--- src/rtl/if_id_stage_if.sv ---
// Instruction-memory bus between the fetch stage (master) and the
// synchronous-read instruction SRAM (slave).
interface if_id_stage_if #(
  parameter int unsigned XLEN = 32
);
  logic            im_cs;
  logic [XLEN-1:0] im_addr;
  logic [31:0]     im_rdata;

  modport master (output im_cs, output im_addr, input im_rdata);
  modport slave  (input im_cs, input im_addr, output im_rdata);
endinterface

--- src/rtl/if_id_stage.sv ---
// RV32 instruction-fetch stage and IF/ID pipeline register: owns the PC,
// drives the instruction SRAM, applies load-use stalls and EX redirects.
module if_id_stage #(
  parameter int unsigned     XLEN     = 32,
  parameter logic [XLEN-1:0] RESET_PC = '0,
  parameter logic [31:0]     NOP_INST = 32'h0000_0013
) (
  input  logic            clk,
  input  logic            rst_n,
  input  logic            stall,
  input  logic            redirect,
  input  logic [XLEN-1:0] redirect_pc,
  if_id_stage_if.master   im,
  output logic [XLEN-1:0] if_pc,
  output logic            id_valid,
  output logic [XLEN-1:0] id_pc,
  output logic [XLEN-1:0] id_pc_plus4,
  output logic [31:0]     id_inst
);

  logic [XLEN-1:0] pc_q;
  logic [XLEN-1:0] pc_plus4;
  logic [XLEN-1:0] next_pc;
  logic            id_valid_q;
  logic [XLEN-1:0] id_pc_q;
  logic [XLEN-1:0] id_pc_plus4_q;
  logic [31:0]     id_inst_q;

  assign pc_plus4 = pc_q + XLEN'(4);

  // Redirect beats stall; the SRAM sees RESET_PC during reset so its data
  // is ready on the first post-reset cycle.
  always_comb begin
    next_pc = pc_plus4;
    if (redirect) begin
      next_pc = {redirect_pc[XLEN-1:2], 2'b00};
    end else if (stall) begin
      next_pc = pc_q;
    end
  end

  assign im.im_cs   = 1'b1;
  assign im.im_addr = rst_n ? next_pc : RESET_PC;

  always_ff @(posedge clk) begin
    if (!rst_n) begin
      pc_q <= RESET_PC;
    end else begin
      pc_q <= next_pc;
    end
  end

  always_ff @(posedge clk) begin
    if (!rst_n || redirect) begin
      id_valid_q    <= 1'b0;
      id_pc_q       <= '0;
      id_pc_plus4_q <= XLEN'(4);
      id_inst_q     <= NOP_INST;
    end else if (!stall) begin
      id_valid_q    <= 1'b1;
      id_pc_q       <= pc_q;
      id_pc_plus4_q <= pc_plus4;
      id_inst_q     <= im.im_rdata;
    end
  end

  assign if_pc       = pc_q;
  assign id_valid    = id_valid_q;
  assign id_pc       = id_pc_q;
  assign id_pc_plus4 = id_pc_plus4_q;
  assign id_inst     = id_inst_q;

endmodule
--- src/flat_wrapper.sv ---
// flat-port wrapper written by rule: the top's interface ports become plain ports
module if_id_stage_flat 
#(
  parameter int unsigned     XLEN     = 32,
  parameter logic [XLEN-1:0] RESET_PC = '0,
  parameter logic [31:0]     NOP_INST = 32'h0000_0013
)
  (clk, rst_n, stall, redirect, redirect_pc, if_pc, id_valid, id_pc, id_pc_plus4, id_inst, im_im_cs, im_im_addr, im_im_rdata);
  if_id_stage_if #(.XLEN(XLEN)) im_i ();
  input  logic clk;
  input  logic rst_n;
  input  logic stall;
  input  logic redirect;
  input  logic [XLEN-1:0] redirect_pc;
  output logic [XLEN-1:0] if_pc;
  output logic id_valid;
  output logic [XLEN-1:0] id_pc;
  output logic [XLEN-1:0] id_pc_plus4;
  output logic [31:0] id_inst;
  output wire logic [$bits(im_i.im_cs)-1:0] im_im_cs;
  output wire logic [$bits(im_i.im_addr)-1:0] im_im_addr;
  input wire logic [$bits(im_i.im_rdata)-1:0] im_im_rdata;
  assign im_im_cs = im_i.im_cs;
  assign im_im_addr = im_i.im_addr;
  assign im_i.im_rdata = im_im_rdata;
  if_id_stage #(.XLEN(XLEN), .RESET_PC(RESET_PC), .NOP_INST(NOP_INST)) u_core (.clk(clk), .rst_n(rst_n), .stall(stall), .redirect(redirect), .redirect_pc(redirect_pc), .im(im_i), .if_pc(if_pc), .id_valid(id_valid), .id_pc(id_pc), .id_pc_plus4(id_pc_plus4), .id_inst(id_inst));
endmodule
--- config.mk ---
export PLATFORM = sky130hd
export DESIGN_NAME = if_id_stage_flat
export DESIGN_NICKNAME = d
export VERILOG_FILES = /design/src/rtl/if_id_stage_if.sv /design/src/rtl/if_id_stage.sv /design/src/flat_wrapper.sv
export SDC_FILE = /design/constraint.sdc
export NUM_CORES = 1
export LEC_CHECK = 0
export ABC_CLOCK_PERIOD_IN_PS = 2800
export BUFFER_PORTS_ARGS = -buffer_cell sky130_fd_sc_hd__buf_4
export CORE_ASPECT_RATIO = 1.2
export CORE_MARGIN = 2
export CORE_UTILIZATION = 52
export DETAILED_ROUTE_END_ITERATION = 6
export PLACE_DENSITY = 0.85
export SLEW_MARGIN = 20
export SYNTH_ARGS = -nofsm -noshare
export SYNTH_HDL_FRONTEND = slang
export SYNTH_SLANG_ARGS = --single-unit
--- constraint.sdc ---
create_clock -name clk -period 2.8 [get_ports clk]
set_input_delay 0.14 -clock clk [delete_from_list [all_inputs] [get_ports clk]]
set_output_delay 0.14 -clock clk [all_outputs]
set_load 0.01 [all_outputs]
==> results of run 1 <==
## where the power goes
group	internal, mW	total, mW	switching [mW]
Combinational	0.318	0.611	0.293
Clock	1.49	2.31	0.822
Sequential	1.88	1.97	0.0921
Total	3.69	4.90	1.21
## per-stage QoR
| step | setup WS, ns | power, mW |
|---|---|---|
| final | 0.123 | 4.90 |
| after CTS | 0.0139 | 4.90 |
| after floorplan | 0.853 | 2.28 |
| after global placement | 0.521 | 2.55 |
| after detailed placement | 0.374 | 2.56 |
| after global routing | -0.0141 | 5.04 |
## timing repair
action / CTS / global route
pin swaps: 0 / 0
cloned: 0 / 0
setup buffers: 0 / 4
hold buffers: 31 / 1
endpoints found under the hold margin: 31 / 1
endpoints found under the setup margin: 2 / 9
resized for setup: 1 / 6
## registers in the layout, indices dropped and copies added, names as in the netlist
| name | count |
|---|---|
| u_core.id_inst | 32 |
| u_core.id_pc | 30 |
| u_core.id_pc_plus4 | 32 |
| u_core.id_valid | 1 |
| u_core.if_pc | 32 |
## worst paths after layout
path | from | cells past startpoint | slack (ns) | endpoint
setup / recovery | u_core.if_pc[3] | 8 | 0.12 | im_im_addr[20]
hold reg to reg | u_core.id_pc[6] | 2 | 0.47 | u_core.id_pc[6]
hold / removal | redirect_pc[31] | 3 | 0.02 | u_core.if_pc[31]
setup reg to reg | u_core.if_pc[3] | 6 | 0.58 | u_core.id_pc_plus4[30]
## metal layers
metal  GRT usage (%)  routed length (um)  vias up
li1                -                   -     2547
met1            34.2                6720     2575
met2            50.3                9110      297
met3            8.73                1490       78
met4            16.8                 825        0
met5               0                   0        -
## synthesized netlist by cell type (all sizes together) (3+ instances only)
| library cell | n | area share, % |
|---|---|---|
| nand2 | 25 | 1.7 |
| xor2 | 10 | 1.6 |
| or2 | 4 | 0.44 |
| o21ai | 47 | 4.2 |
| or3 | 3 | 0.42 |
| nand3 | 12 | 1.2 |
| buf | 32 | 3.6 |
| a21oi | 43 | 3.8 |
| a211oi | 3 | 0.49 |
| and3 | 3 | 0.33 |
| and2 | 10 | 1.1 |
| nand4 | 12 | 2.2 |
| clkbuf | 23 | 1.6 |
| xnor2 | 45 | 7.0 |
| dfxtp | 127 | 45 |
| nor4 | 14 | 2.8 |
| inv | 6 | 0.40 |
| nor3 | 12 | 1.2 |
| nor2 | 91 | 6.1 |
| nand2b | 4 | 0.44 |
| mux2i | 67 | 12 |
## cells by family (layout without fill, tap and decap cells)
kind of cell,count (synthesis),count (layout)
muxes,67,67
and+or+nand+nor,197,197
adders and majority gates,1,1
buffers and inverters,61,310
other,1,1
DFF,127,127
AOI/OAI and AO/OA,99,99
xor gates and xnor gates,55,55
## critical path, delay by kind of cell (launching register included)
family | cells | cell delay [ns]
AO/OA/AOI/OAI | 1 | 0.19
flip-flops | 1 | 0.46
XOR/XNOR | 1 | 0.09
buffers and inverters | 2 | 0.39
AND/OR/NAND/NOR | 3 | 0.65
adder cells (fa/ha/maj) | 1 | 0.35
## cell type report
class	instances	area share (%)
flip-flops and latches	127	30.6
well taps	129	1.94
repair buffers	272	25.7
inverters	6	0.271
multi-input cells	420	34.0
clock inverters	13	2.26
clock buffers	19	5.21
==> results.json, run 1 <==
{
  "synth-seq-area-share_pct": 45.1,
  "placementRows": 41,
  "portBuffers": 226,
  "ys_ff_latch": 127,
  "coreArea_um2": 10500,
  "fin_cells": 986,
  "synth-simple-area-share_pct": 19.1,
  "worstPathRequired_ns": 2.66,
  "drtIter0Drc": 366,
  "post_drt_wl_per_cell_um": 18.4,
  "multiInputGateArea_um2": 2830,
  "register_area_um2": 2540,
  "gp_congestion": 0.886,
  "vias_per_cell": 5.58,
  "drc": 0,
  "clk_latency_ns": 0.42,
  "synth_fa_ha_area_share_pct": 0.222,
  "fin_crit_ns": 2.68,
  "critPathCaptureType": "output port",
  "worstMarginPinSlew_ns": 0.838,
  "placed_cell_area_um2": 7290,
  "p_leak_nw": 3.70,
  "cp.arrival_ns": 2.54,
  "syn_avg_cell_area_um2": 9.26,
  "antennaDiodeCount": 0,
  "vias": 5497,
  "finalHoldViolCount": 0,
  "setup_violations": 0,
  "gr-total-overflow": 0,
  "placed_cells": 918,
  "track_usage_pct": 30.2,
  "syn-instance-count": 608,
  "clk_path_buf_depth": 2,
  "clk_pin_slew_ns": 0.06,
  "dr.pass1.iters": 5,
  "htree_levels": 4,
  "crit_chain": "ha_1 > and4b_1 > nand4_1 > buf_4 > nor2_1 > xnor2_1 > a21oi_1 > buf_4",
  "power_density_nw_per_um2": 589,
  "num-fill-cells": 651,
  "grt_pass1_vias": 5504,
  "cp_common_cell": "buf_4",
  "cpPeakStageDelay_ns": 0.46,
  "irDropWorstVdd_v": 0.000390,
  "die_h_um": 118,
  "maxCapViolCount": 0,
  "synth.distinct_cells": 48,
  "start_kind": "register",
  "stdcell_area_um2": 8310,
  "synth_nets": 677,
  "muxShareOfSynthArea_pct": 11.9,
  "antenna_found_initial": 0,
  "num-nets-final": 913,
  "cts_tree": "built",
  "final_common_cell": "buf_4",
  "cts-root-buf": "clkbuf_16",
  "cts_sinks": 127,
  "cts_buffers": 17,
  "synth_edf_count": 0,
  "grt_max_degree": 54,
  "synthFlopType": "dfxtp_1",
  "layout-drive-gt1-share_pct": 34.5,
  "synth_top_family_by_area": "simple AND/OR/NAND/NOR gates",
  "finalMaxSlewViolations": 0,
  "cp_max_fo": 6,
  "relSlewSlack_pct": 44.1,
  "status": "complete, no violations",
  "final_cell_mix": "buf_4, dfxtp_1, nor2_1",
  "tns_ns": 0,
  "grt_pass1_wl_um": 28100,
  "worst-setup-path-type": "reg2out",
  "io_pins": 230,
  "period_share_pct": 95.6,
  "clock_skew_ns": 0.00943,
  "dp_hpwl_um": 11600,
  "postSynth.asyncResetShare_pct": 0,
  "holdCritPathClass": "in2reg",
  "synthToLayoutAreaGrowth_pct": 47.5,
  "wirelength_um": 18100,
  "yosysWarnings": 0,
  "synth_compound_area_share_pct": 9.46,
  "initial_core_util_pct": 53.6,
  "synth_xor_area_share_pct": 8.55,
  "postRouteAntennaNets": 0,
  "timing.fmax_mhz": 374,
  "critPathSlowestCell": "dfxtp_1",
  "fin_util_pct": 79.0,
  "fp.dieArea_um2": 11700,
  "die_w_um": 99.0,
  "holdWs_ns": 0.0250,
  "syn-cell-area_um2": 5630
}
Power figures use the tool's default switching activity.
==> inputs of run 2 (changes only) <==
PLACE_DENSITY = 0.82   (was 0.85)
RECOVER_POWER = 25   (was unset)
==> run 2 against run 1 <==
Against the previous run:
- final cell count shrank 0.10%
- highest routed layer unchanged
- register-to-register slack better by 0.16 ns
- global-route usage decreased by 0.62 points
- fmax hardly changed
- power down 0.60%
- critical endpoint is now im_im_addr[31]
- hold slack gained 0.0014 ns
- sequential share of layout area increased by 1.1 points
- non-clock buffer count did not move
==> results.json, run 2 (synthesis results as in run 1) <==
{
  "status": "complete, no violations",
  "antennaDiodeCount": 0,
  "postRouteAntennaNets": 0,
  "fin_crit_ns": 2.68,
  "maxCapViolCount": 0,
  "cts-root-buf": "clkbuf_16",
  "setup_violations": 0,
  "drc": 0,
  "die_h_um": 118,
  "wirelength_um": 17700,
  "p_leak_nw": 3.41,
  "fp.dieArea_um2": 11700,
  "portBuffers": 226,
  "fin_util_pct": 76.3,
  "worstPathRequired_ns": 2.66,
  "dp_hpwl_um": 11800,
  "seqPwrFrac_pct": 40.4,
  "die_w_um": 99.0,
  "top_usage_layer": "met2",
  "post_drt_wl_per_cell_um": 18.0,
  "track_usage_pct": 29.5,
  "cts_sinks": 127,
  "met1_usage_pct": 34.0,
  "relSlewSlack_pct": 9.16,
  "cts_tree": "built",
  "synthToLayoutAreaGrowth_pct": 42.4,
  "finalMaxSlewViolations": 0,
  "cp_max_fo": 11,
  "critPathCaptureType": "output port",
  "clockPowerShare_pct": 47.5,
  "layout-drive-gt1-share_pct": 26.8,
  "antenna_found_initial": 0,
  "placementRows": 41,
  "clk_pin_slew_ns": 0.06,
  "io_pins": 230,
  "vias": 5416,
  "cts_buffers": 17,
  "final_common_cell": "buf_4",
  "htree_levels": 4,
  "placed_cell_area_um2": 7310,
  "worstMarginPinSlew_ns": 1.36,
  "irDropWorstVdd_v": 0.000522,
  "period_share_pct": 95.7,
  "timing.fmax_mhz": 373,
  "switching_share_pct": 24.8,
  "drtIter0Drc": 302,
  "clk_latency_ns": 0.41,
  "gr-total-overflow": 0,
  "clock_skew_ns": 0.00835,
  "holdWs_ns": 0.0264,
  "combPwrFrac_pct": 12.0,
  "grtUsageMet3_pct": 7.13,
  "p_int_mw": 3.66,
  "gp_congestion": 0.862,
  "met2_usage_pct": 51.9,
  "num-nets-final": 913,
  "r2r_slack_ns": 0.74,
  "power_density_nw_per_um2": 607,
  "vias_per_cell": 5.50,
  "grt_pass1_wl_um": 27600,
  "grt_pass1_vias": 5467,
  "start_kind": "register",
  "clk_path_buf_depth": 2,
  "final_cell_mix": "buf_4, dfxtp_1, nor2_1",
  "initial_core_util_pct": 53.6,
  "p_sw_mw": 1.21,
  "cp.arrival_ns": 2.54,
  "worst-setup-path-type": "reg2out",
  "grt_max_degree": 50,
  "coreArea_um2": 10500,
  "dr.pass1.iters": 5,
  "holdCritPathClass": "in2reg",
  "stdcell_area_um2": 8020,
  "finalHoldViolCount": 0
}
## run 2: changes by cell type in the layout (fill, tap and decap cells not counted), sizes merged
cell / before / now
buf: 240 / 173
clkbuf: 19 / 85
clkinv: 4 / 6
dlygate4sd3: 32 / 31
inv: 8 / 7
## run 2: power by group through the flow
stage / clock network (mW) / logic, mW / registers [mW]
2_1_floorplan: 0 / 0.276 / 2.00
5_1_grt: 2.43 / 0.627 / 1.98
6_report: 2.31 / 0.585 / 1.97
4_1_cts: 2.34 / 0.603 / 1.96
3_5_place_dp: 0 / 0.561 / 2.00
3_3_place_gp: 0 / 0.551 / 2.00
## run 2: through the flow
stage | TNS, ns | power (mW) | setup WS [ns] | instances
6_report | 0 | 4.87 | 0.121 | 985
5_1_grt | -0.0298 | 5.03 | -0.0185 | 985
4_1_cts | 0 | 4.90 | 0.0793 | 984
3_5_place_dp | 0 | 2.56 | 0.433 | 922
3_3_place_gp | 0 | 2.55 | 0.517 | 922
2_1_floorplan | 0 | 2.28 | 0.853 | 608
## run 2: worst max-delay path, stage by stage (launching register included)
cell and delay (ns):
dfxtp_1 0.52, nand3_2 0.32, or3_4 0.54, nor4_4 0.28
xnor2_1 0.10, o21ai_1 0.19, buf_4 0.18
## run 2: layout make-up
type	instances	area [um^2]
multi-input combinational	420	2810
clock inverter	14	193
inverter	6	22.5
sequential	127	2540
timing repair buffer	272	1860
fill	758	2500
clock buffer	17	425
tap	129	161
## run 2: worst paths after layout
check	from	to	depth (start not counted)
setup reg to reg	u_core.if_pc[7]	u_core.if_pc[31]	5
hold reg to reg	u_core.id_valid	u_core.id_valid	1
setup / recovery	u_core.if_pc[7]	im_im_addr[31]	6
hold / removal	im_im_rdata[29]	u_core.id_inst[29]	3
## run 2: timing repair
action,CTS,global route
setup buffers,0,1
endpoints found under the hold margin,31,0
hold buffers,31,0
setup endpoints to repair,1,8
gates resized for setup,1,5
## run 2: layer usage
| layer | share of wire, % | wire length [um] |
|---|---|---|
| met2 | 51 | 9100 |
| met1 | 38 | 6800 |
| met4 | 3.1 | 544 |
| met5 | 0 | 0 |
| met3 | 7.1 | 1260 |
==> inputs of run 3 (changes only) <==
CORE_ASPECT_RATIO = unset   (was 1.2)
==> run 3 against run 2 <==
Against the previous run:
- wire length grew 3.2%
- via count grew 1.6%
- sequential power is essentially flat
- sequential cell count is the same
- final cell count grew 4.2%
- sequential share of layout area shrank 2.2 points
- critical path depth is the same
- clock power grew 2%
- utilization grew 4.4 points
- design area grew 7.6%
- highest routed layer unchanged
==> results.json, run 3 (synthesis results as in run 1) <==
{
  "wirelength_um": 18300,
  "antenna_found_initial": 0,
  "grt_pass1_vias": 5548,
  "crit_buf_inv": 1,
  "die_h_um": 108,
  "timing.fmax_mhz": 369,
  "drtIter0Drc": 309,
  "final_common_cell": "buf_4",
  "clock_skew_ns": 0.0101,
  "fp.dieArea_um2": 11700,
  "start_kind": "register",
  "antennaDiodeCount": 0,
  "placed_cell_area_um2": 7310,
  "setup_violations": 0,
  "fin_util_pct": 80.6,
  "status": "complete, no violations",
  "holdWs_ns": 0.0489,
  "fin_cells": 1026,
  "vias": 5505,
  "critPathSlowestCell": "dfxtp_1",
  "grt_pass1_wl_um": 27900,
  "gp_congestion": 0.849,
  "tns_ns": 0,
  "htree_levels": 4,
  "io_pins": 230,
  "cts_buffers": 17,
  "fin_ws_ns": 0.0925,
  "crit_chain": "nand4_1 > or3_1 > nor4_2 > xnor2_1 > a21oi_1 > buf_4",
  "synthToLayoutAreaGrowth_pct": 53.1,
  "cpPeakStageDelay_ns": 0.56,
  "rsz0062_at_grt": "yes",
  "worst-setup-path-type": "reg2out",
  "cp_max_fo": 9,
  "period_share_pct": 96.7,
  "clk_pin_slew_ns": 0.06,
  "crit_family": "simple AND/OR/NAND/NOR gates",
  "p_leak_nw": 3.82,
  "stdcell_area_um2": 8630,
  "r2r_slack_ns": 0.76,
  "clk_path_buf_depth": 2,
  "irDropWorstVdd_v": 0.000383,
  "dr.pass1.iters": 5,
  "finalMaxSlewViolations": 0,
  "postRouteAntennaNets": 0,
  "fin_crit_ns": 2.71,
  "p_total_mw": 4.97,
  "placementRows": 38,
  "multiInputGateArea_um2": 2840,
  "cp.arrival_ns": 2.57,
  "post_drt_wl_per_cell_um": 17.8,
  "num-fill-cells": 670,
  "finalHoldViolCount": 0,
  "portBuffers": 226,
  "power_density_nw_per_um2": 576,
  "initial_core_util_pct": 52.7,
  "final_cell_mix": "buf_4, dfxtp_1, nor2_1",
  "holdCritPathClass": "in2reg",
  "critPathCaptureType": "output port",
  "placed_cells": 931,
  "cts-root-buf": "clkbuf_8",
  "num-nets-final": 942,
  "dp_hpwl_um": 11600,
  "vias_per_cell": 5.37,
  "drc": 0,
  "register_area_um2": 2550,
  "maxCapViolCount": 0,
  "grt_max_degree": 50,
  "worstPathRequired_ns": 2.66,
  "relSlewSlack_pct": 46.8,
  "die_w_um": 108,
  "worstMarginPinSlew_ns": 0.794,
  "cts_tree": "built",
  "gr-total-overflow": 0,
  "track_usage_pct": 30.8,
  "coreArea_um2": 10700,
  "cts_sinks": 127,
  "clk_latency_ns": 0.52,
  "place_ws_ns": 0.428,
  "layout-drive-gt1-share_pct": 33.9
}
run 3: cell type report:
type / count / share of cell area (%)
Multi-Input combinational cell: 420 / 32.9
Sequential cell: 127 / 29.5
Timing Repair Buffer: 301 / 27.9
Clock buffer: 23 / 5.64
Tap cell: 140 / 2.03
Clock inverter: 9 / 1.78
Inverter: 6 / 0.261
run 3: power by group:
part	internal [mW]	total (mW)	switching, mW
registers	1.88	1.97	0.0942
logic	0.343	0.646	0.303
clock network	1.56	2.35	0.787
total	3.79	4.97	1.18
run 3: layer usage:
metal / share of wire (%) / global-route usage, % / vias up
li1: - / - / 2598
met1: 39 / 35.7 / 2603
met2: 51 / 52.7 / 266
met3: 7.7 / 8.62 / 38
met4: 2.4 / 14.0 / 0
met5: 0 / 0 / -
run 3: tightest hold or removal path: stages:
cell,delay (ns)
buf_4,0.08
nand2b_1,0.12
o211a_1,0.18
run 3: what timing repair did:
item | 4_1_cts | 5_1_grt
endpoints found under the setup margin | 4 | 17
resized for setup | 2 | 14
pin swaps | 1 | 0
setup buffers | 0 | 2
gates cloned | 0 | 0
hold endpoints to repair | 61 | 0
hold buffers | 61 | 0
run 3: worst paths after layout:
path / start / endpoint / cells after the start
worst max-delay path: u_core.if_pc[20] / im_im_addr[26] / 6
worst min-delay path: redirect_pc[19] / u_core.if_pc[19] / 3
worst max register to register: u_core.if_pc[3] / u_core.id_pc_plus4[30] / 6
worst min register to register: u_core.id_valid / u_core.id_valid / 1
